File: config.mk
export PLATFORM = sky130hd
export DESIGN_NAME = mac_operand_sequencer
export DESIGN_NICKNAME = d
export VERILOG_FILES = /design/src/rtl/mac_seq_pkg.sv /design/src/rtl/mac_seq_operand_buf.sv /design/src/rtl/mac_operand_sequencer.sv
export SDC_FILE = /design/constraint.sdc
export NUM_CORES = 1
export LEC_CHECK = 0
export CELL_PAD_IN_SITES_DETAIL_PLACEMENT = 0
export CELL_PAD_IN_SITES_GLOBAL_PLACEMENT = 1
export CORE_MARGIN = 2
export CORE_UTILIZATION = 40
export CTS_BUF_LIST = sky130_fd_sc_hd__clkbuf_2 sky130_fd_sc_hd__clkbuf_4 sky130_fd_sc_hd__clkbuf_8
export CTS_CLUSTER_SIZE = 28
export DETAILED_ROUTE_END_ITERATION = 16
export PLACE_DENSITY = 0.66
export SLEW_MARGIN = 10
export SYNTH_ARGS = -nofsm -noshare
export SYNTH_HDL_FRONTEND = slang
export SYNTH_SLANG_ARGS = --single-unit
File: constraint.sdc
create_clock -name clock -period 4.5 [get_ports clock]
set_input_delay 0.45 -clock clock [delete_from_list [all_inputs] [get_ports clock]]
set_output_delay 0.45 -clock clock [all_outputs]
set_load 0.02 [all_outputs]
File: src/rtl/mac_seq_pkg.sv
// Shared types and sizing for the MAC operand sequencer.
package mac_seq_pkg;

  typedef enum logic [2:0] {
    IDLE,
    CLEAR,
    STREAM,
    DRAIN,
    DONE
  } state_e;

  localparam int unsigned DEFAULT_WIDTH = 16;
  localparam int unsigned DEFAULT_DEPTH = 16;

  function automatic int unsigned idx_w(input int unsigned depth);
    return $clog2(depth);
  endfunction

endpackage

File: src/rtl/mac_seq_operand_buf.sv
// DEPTH x WIDTH operand register file: one synchronous write port, one combinational read port.
module mac_seq_operand_buf
  import mac_seq_pkg::*;
#(
  parameter int unsigned WIDTH = DEFAULT_WIDTH,
  parameter int unsigned DEPTH = DEFAULT_DEPTH
) (
  input  logic                     clock,
  input  logic                     we,
  input  logic [$clog2(DEPTH)-1:0] waddr,
  input  logic [WIDTH-1:0]         wdata,
  input  logic [$clog2(DEPTH)-1:0] raddr,
  output logic [WIDTH-1:0]         rdata
);

  logic [WIDTH-1:0] mem [DEPTH];

  // Contents are intentionally not reset.
  always_ff @(posedge clock) begin
    if (we) mem[waddr] <= wdata;
  end

  assign rdata = mem[raddr];

endmodule

File: src/rtl/mac_operand_sequencer.sv
// Streams one kernel window of activation/weight pairs into the MAC.
// Optional zero-pair skipping is enabled by defining MAC_SEQ_ZERO_SKIP_EN.
module mac_operand_sequencer
  import mac_seq_pkg::*;
#(
  parameter int unsigned WIDTH = DEFAULT_WIDTH,
  parameter int unsigned DEPTH = DEFAULT_DEPTH
) (
  input  logic                     clock,
  input  logic                     reset,
  input  logic                     wr_en,
  input  logic                     wr_sel,
  input  logic [$clog2(DEPTH)-1:0] wr_addr,
  input  logic [WIDTH-1:0]         wr_data,
  input  logic                     start,
  input  logic [$clog2(DEPTH):0]   len,
  input  logic                     mac_busy,
  output logic [WIDTH-1:0]         x,
  output logic [WIDTH-1:0]         y,
  output logic                     mac_valid,
  output logic                     acc_clr,
  output logic                     seq_busy,
  output logic                     done,
  output logic                     err
);

  localparam int unsigned IDX_W = idx_w(DEPTH);
  localparam logic [IDX_W:0] LEN_MAX = (IDX_W + 1)'(DEPTH);

  state_e           state_q;
  logic [IDX_W-1:0] idx_q;
  logic [IDX_W:0]   len_q;
  logic [WIDTH-1:0] act_rd, wgt_rd;
  logic             len_ok, last, skip;

  mac_seq_operand_buf #(
    .WIDTH (WIDTH),
    .DEPTH (DEPTH)
  ) u_act_buf (
    .clock (clock),
    .we    (wr_en && !wr_sel && (state_q == IDLE)),
    .waddr (wr_addr),
    .wdata (wr_data),
    .raddr (idx_q),
    .rdata (act_rd)
  );

  mac_seq_operand_buf #(
    .WIDTH (WIDTH),
    .DEPTH (DEPTH)
  ) u_wgt_buf (
    .clock (clock),
    .we    (wr_en && wr_sel && (state_q == IDLE)),
    .waddr (wr_addr),
    .wdata (wr_data),
    .raddr (idx_q),
    .rdata (wgt_rd)
  );

  assign len_ok = (len != '0) && (len <= LEN_MAX);
  // Compare against len-1 so a full-depth window never needs idx to wrap.
  assign last   = ({1'b0, idx_q} == (len_q - (IDX_W + 1)'(1)));

`ifdef MAC_SEQ_ZERO_SKIP_EN
  assign skip = (act_rd == '0) || (wgt_rd == '0);
`else
  assign skip = 1'b0;
`endif

  always_ff @(posedge clock or negedge reset) begin
    if (!reset) begin
      state_q   <= IDLE;
      idx_q     <= '0;
      len_q     <= '0;
      x         <= '0;
      y         <= '0;
      mac_valid <= 1'b0;
      acc_clr   <= 1'b0;
      seq_busy  <= 1'b0;
      done      <= 1'b0;
      err       <= 1'b0;
    end else begin
      mac_valid <= 1'b0;
      acc_clr   <= 1'b0;
      done      <= 1'b0;
      err       <= 1'b0;
      unique case (state_q)
        IDLE: begin
          if (start) begin
            if (len_ok) begin
              len_q    <= len;
              idx_q    <= '0;
              seq_busy <= 1'b1;
              state_q  <= CLEAR;
            end else begin
              err <= 1'b1;
            end
          end
        end
        CLEAR: begin
          acc_clr <= 1'b1;
          state_q <= STREAM;
        end
        STREAM: begin
          // Skipped pairs advance regardless of mac_busy; x/y keep the last issued pair.
          if (skip || !mac_busy) begin
            if (!skip) begin
              x         <= act_rd;
              y         <= wgt_rd;
              mac_valid <= 1'b1;
            end
            if (last) state_q <= DRAIN;
            else      idx_q   <= idx_q + IDX_W'(1);
          end
        end
        DRAIN: state_q <= DONE;
        DONE: begin
          done     <= 1'b1;
          seq_busy <= 1'b0;
          state_q  <= IDLE;
        end
        default: state_q <= IDLE;
      endcase
    end
  end

endmodule

==> results.py <==
metrics = {
    "outcome": {
        "run_status": "completed",
    },
    "yosys": {
        "ys_top_cells_by_area": "sky130_fd_sc_hd__edfxtp_1, sky130_fd_sc_hd__mux4_2, sky130_fd_sc_hd__dfrtp_1",
        "async_reset_ff_share_pct": 8.73,
        "ys.flop_type": "sky130_fd_sc_hd__edfxtp_1",
        "synthCells": 1008,
        "synth.cell_area_mm2": 0.0215,
        "fraction_of_post_synthesis_cell_area_in_the_top_cell_type_by_area_pct": 71.6,
        "synth_edf_count": 512,
        "post_synth_net_total": 1041,
        "netlist.top_cell.by_area": "sky130_fd_sc_hd__edfxtp_1",
        "total_of_flip_flops_plus_latches_after_synthesis": 561,
        "post_synth_most_frequent_cells": "sky130_fd_sc_hd__edfxtp_1, sky130_fd_sc_hd__mux4_2, sky130_fd_sc_hd__mux2i_1",
        "ys_seq_area_share_pct": 77.3,
        "yosys.cell_count.top_type": "sky130_fd_sc_hd__edfxtp_1",
        "synth_warnings": 0,
        "netlist_cell_types": 42,
        "post_synth.cell_area_avg_um2": 21.3,
    },
    "clock_network": {
        "clock-root-buffer": "sky130_fd_sc_hd__clkbuf_8",
        "cts_tree": "yes",
        "clock_insertion_delay_worst_skew_ns": 0.66,
        "worst_setup_hold_path_clk_slew_ns": 0.06,
        "htree_levels": 3,
        "cts_resized": 0,
        "buffer_count_from_post_cts_setup_fixing": 0,
        "cts_buffers": 88,
        "numClockSinks": 561,
        "cts_max_path_buffers": 3,
    },
    "layout": {
        "final_util_pct": 47.3,
        "finish.cell_count_without_fillers": 1936,
        "nets": 1206,
        "area_growth_pct": 16.5,
        "drive_gt1_share_pct": 28.7,
    },
    "detailed_routing": {
        "finalWirelength_um": 48600,
        "drt_drc_violations_left": 0,
        "post_drt_via_cell_ratio": 5.38,
        "firstDrtPassIters": 5,
        "drt-met1-wl_um": 21600,
        "detailroute.wirelength.met2_um": 23100,
        "met3WireLength_um": 2960,
        "dr.first_iter.drc_count": 1036,
        "antenna_left": 0,
        "dr_total_vias": 10407,
        "highest-signal-layer": "met5",
        "wire_per_inst_um": 25.1,
    },
    "global_route": {
        "antenna_found_initial": 4,
        "grt_max_degree": 66,
        "global_route.usage.total_pct": 17.8,
        "grt_remaining_overflow": 0,
        "first_pass_grt_wire_length_um": 71800,
        "grt_pass1_vias": 10711,
    },
    "floorplan": {
        "die_area_mm2": 0.0556,
        "floorplan.initialDensity_pct": 40.6,
        "io-pin-count": 68,
        "floorplan.rows": 84,
        "die_w_um": 236,
        "die_h_um": 236,
        "core-area_mm2": 0.0529,
    },
    "timing": {
        "skew_ns": 0.0244,
        "max_freq_ghz": 0.364,
        "worstMarginPinSlew_ns": 1.22,
        "rsz0062_at_grt": "false",
        "setup_viol_count_final": 0,
        "final.period_utilization_pct": 61.1,
        "period_minus_slack_ns": 2.75,
        "final_max_slew_viol_count": 0,
        "tns_ns": 0,
        "finalHoldViolations": 0,
        "timing.final.ws_setup_ns": 1.75,
        "slew_headroom_pct": 18.4,
    },
    "min_path": {
        "worstHoldPathType": "primary input to async pin",
    },
    "place": {
        "placed_cells": 1770,
        "hpwl_um": 27300,
        "place.gp.congestion": 0.727,
        "post-place-ws_ns": 1.75,
        "placement.io_buffers": 67,
    },
    "power_and_ir_drop": {
        "vdd_drop_max_mv": 0.283,
        "power_per_cell_area_mw_per_mm2": 552,
        "total_leakage_power_nw": 8.48,
    },
    "worst_setup_path": {
        "reg2reg_depth": 6,
        "cp_cell_instances": "buf_4 -> mux4_2 -> mux2i_1 -> nor2_1 -> a21oi_1 -> o21ai_1",
        "worst_path_largest_cell_delay_ns": 1.08,
        "cp_max_fo": 65,
        "arrival_ns": 3.27,
        "critical-path-slowest-cell": "sky130_fd_sc_hd__dfrtp_4",
        "worst-endpoint-required_ns": 5.02,
        "worst_setup_path_start_kind": "flip-flop",
        "worst-setup-path-type": "flip-flop to flip-flop",
        "end_kind": "flip-flop",
    },
    "job": {
        "max_cap_viol_count": 0,
    },
}
power breakdown:
group | switching [mW] | internal, mW
combinational | 1.58 | 1.60
clock | 1.96 | 2.34
sequential | 0.376 | 5.95
total | 3.91 | 9.89
metrics by stage:
| stage | hold slack [ns] | area [µm²] | power (mW) |
|---|---|---|---|
| after CTS | 0.239 | 25000 | 14.0 |
| final | 0.272 | 25000 | 13.8 |
| after floorplan | 0.154 | 21500 | 8.52 |
| after global placement | 0.433 | 23300 | 9.68 |
| after global routing | 0.287 | 25000 | 14.4 |
| after detailed placement | 0.421 | 23300 | 9.68 |
final timing paths:
check / from / to / slack (ns)
setup / recovery: idx_q[1] / y[15] / 1.75
hold / removal: reset / y[2] / 0.27
setup reg to reg: idx_q[1] / y[15] / 1.75
hold reg to reg: x[1] / x[1] / 0.51
max in group asynchronous: reset / idx_q[1] / 3.32
min in group clock: wr_data[11] / u_act_buf.mem[1][11] / 0.35
critical path: cells and delay by family, from the launching register on:
family                 cells  cell delay, ns
AOI/OAI and AO/OA          2            0.21
muxes                      2            0.77
buffers and inverters      1            0.41
DFF                        1            1.08
and+or+nand+nor            1            0.08
cells in the final DEF, fill, tap and decap left out, drive strengths merged, types with 3 or more instances in the layout:
cell type,instances
a21oi,35
dfrtp,49
mux2i,62
mux4,128
nor2,61
xor2,3
nand3b,3
clkinv,29
clkbuf,128
o21ai,33
nand2b,6
inv,7
buf,64
nand3,5
mux2,6
xnor2,4
nand2,12
nor3,10
edfxtp,512
clkdlybuf4s50,61
layer usage:
layer | vias up | global-route usage, %
met5 | - | 0
met4 | 6 | 5.58
met3 | 72 | 3.92
met2 | 323 | 27.9
met1 | 5528 | 24.9
li1 | 4478 | -
flip-flops by register name (all words and copies together), names as in the netlist, 3 cells and up:
signal and count:
state_q 3, u_act_buf.mem 256, idx_q 4, len_q 5
y 16, u_wgt_buf.mem 256, x 16
cells by family (layout without fill, tap and decap cells):
kind of cell / Yosys count / after routing / synth area share, %
flip-flops: 561 / 561 / 77.3
multiplexers: 196 / 196 / 16.6
AND/OR/NAND/NOR: 111 / 111 / 2.47
AO/OA/AOI/OAI: 74 / 74 / 1.79
buffers and inverters: 56 / 294 / 1.33
XOR/XNOR: 8 / 8 / 0.390
adder cells (fa/ha/maj): 2 / 2 / 0.116
other: 0 / 2 / 0
what timing repair did:
| item | in CTS | in global routing |
|---|---|---|
| endpoints found under the hold margin | 15 | 0 |
| hold buffers | 1 | 0 |
| setup endpoints to repair | 0 | 0 |
cell type report:
type                    instances  area, µm²
diodes                          2       5.00
clock buffers                 128       1560
clock inverters                35        218
fillers                      4393      27800
inverters                       5       21.3
multi-input cells             391       4640
flip-flops and latches        561      16600
well taps                     688        861
repair buffers                126       1120
Power figures use the tool's default switching activity.
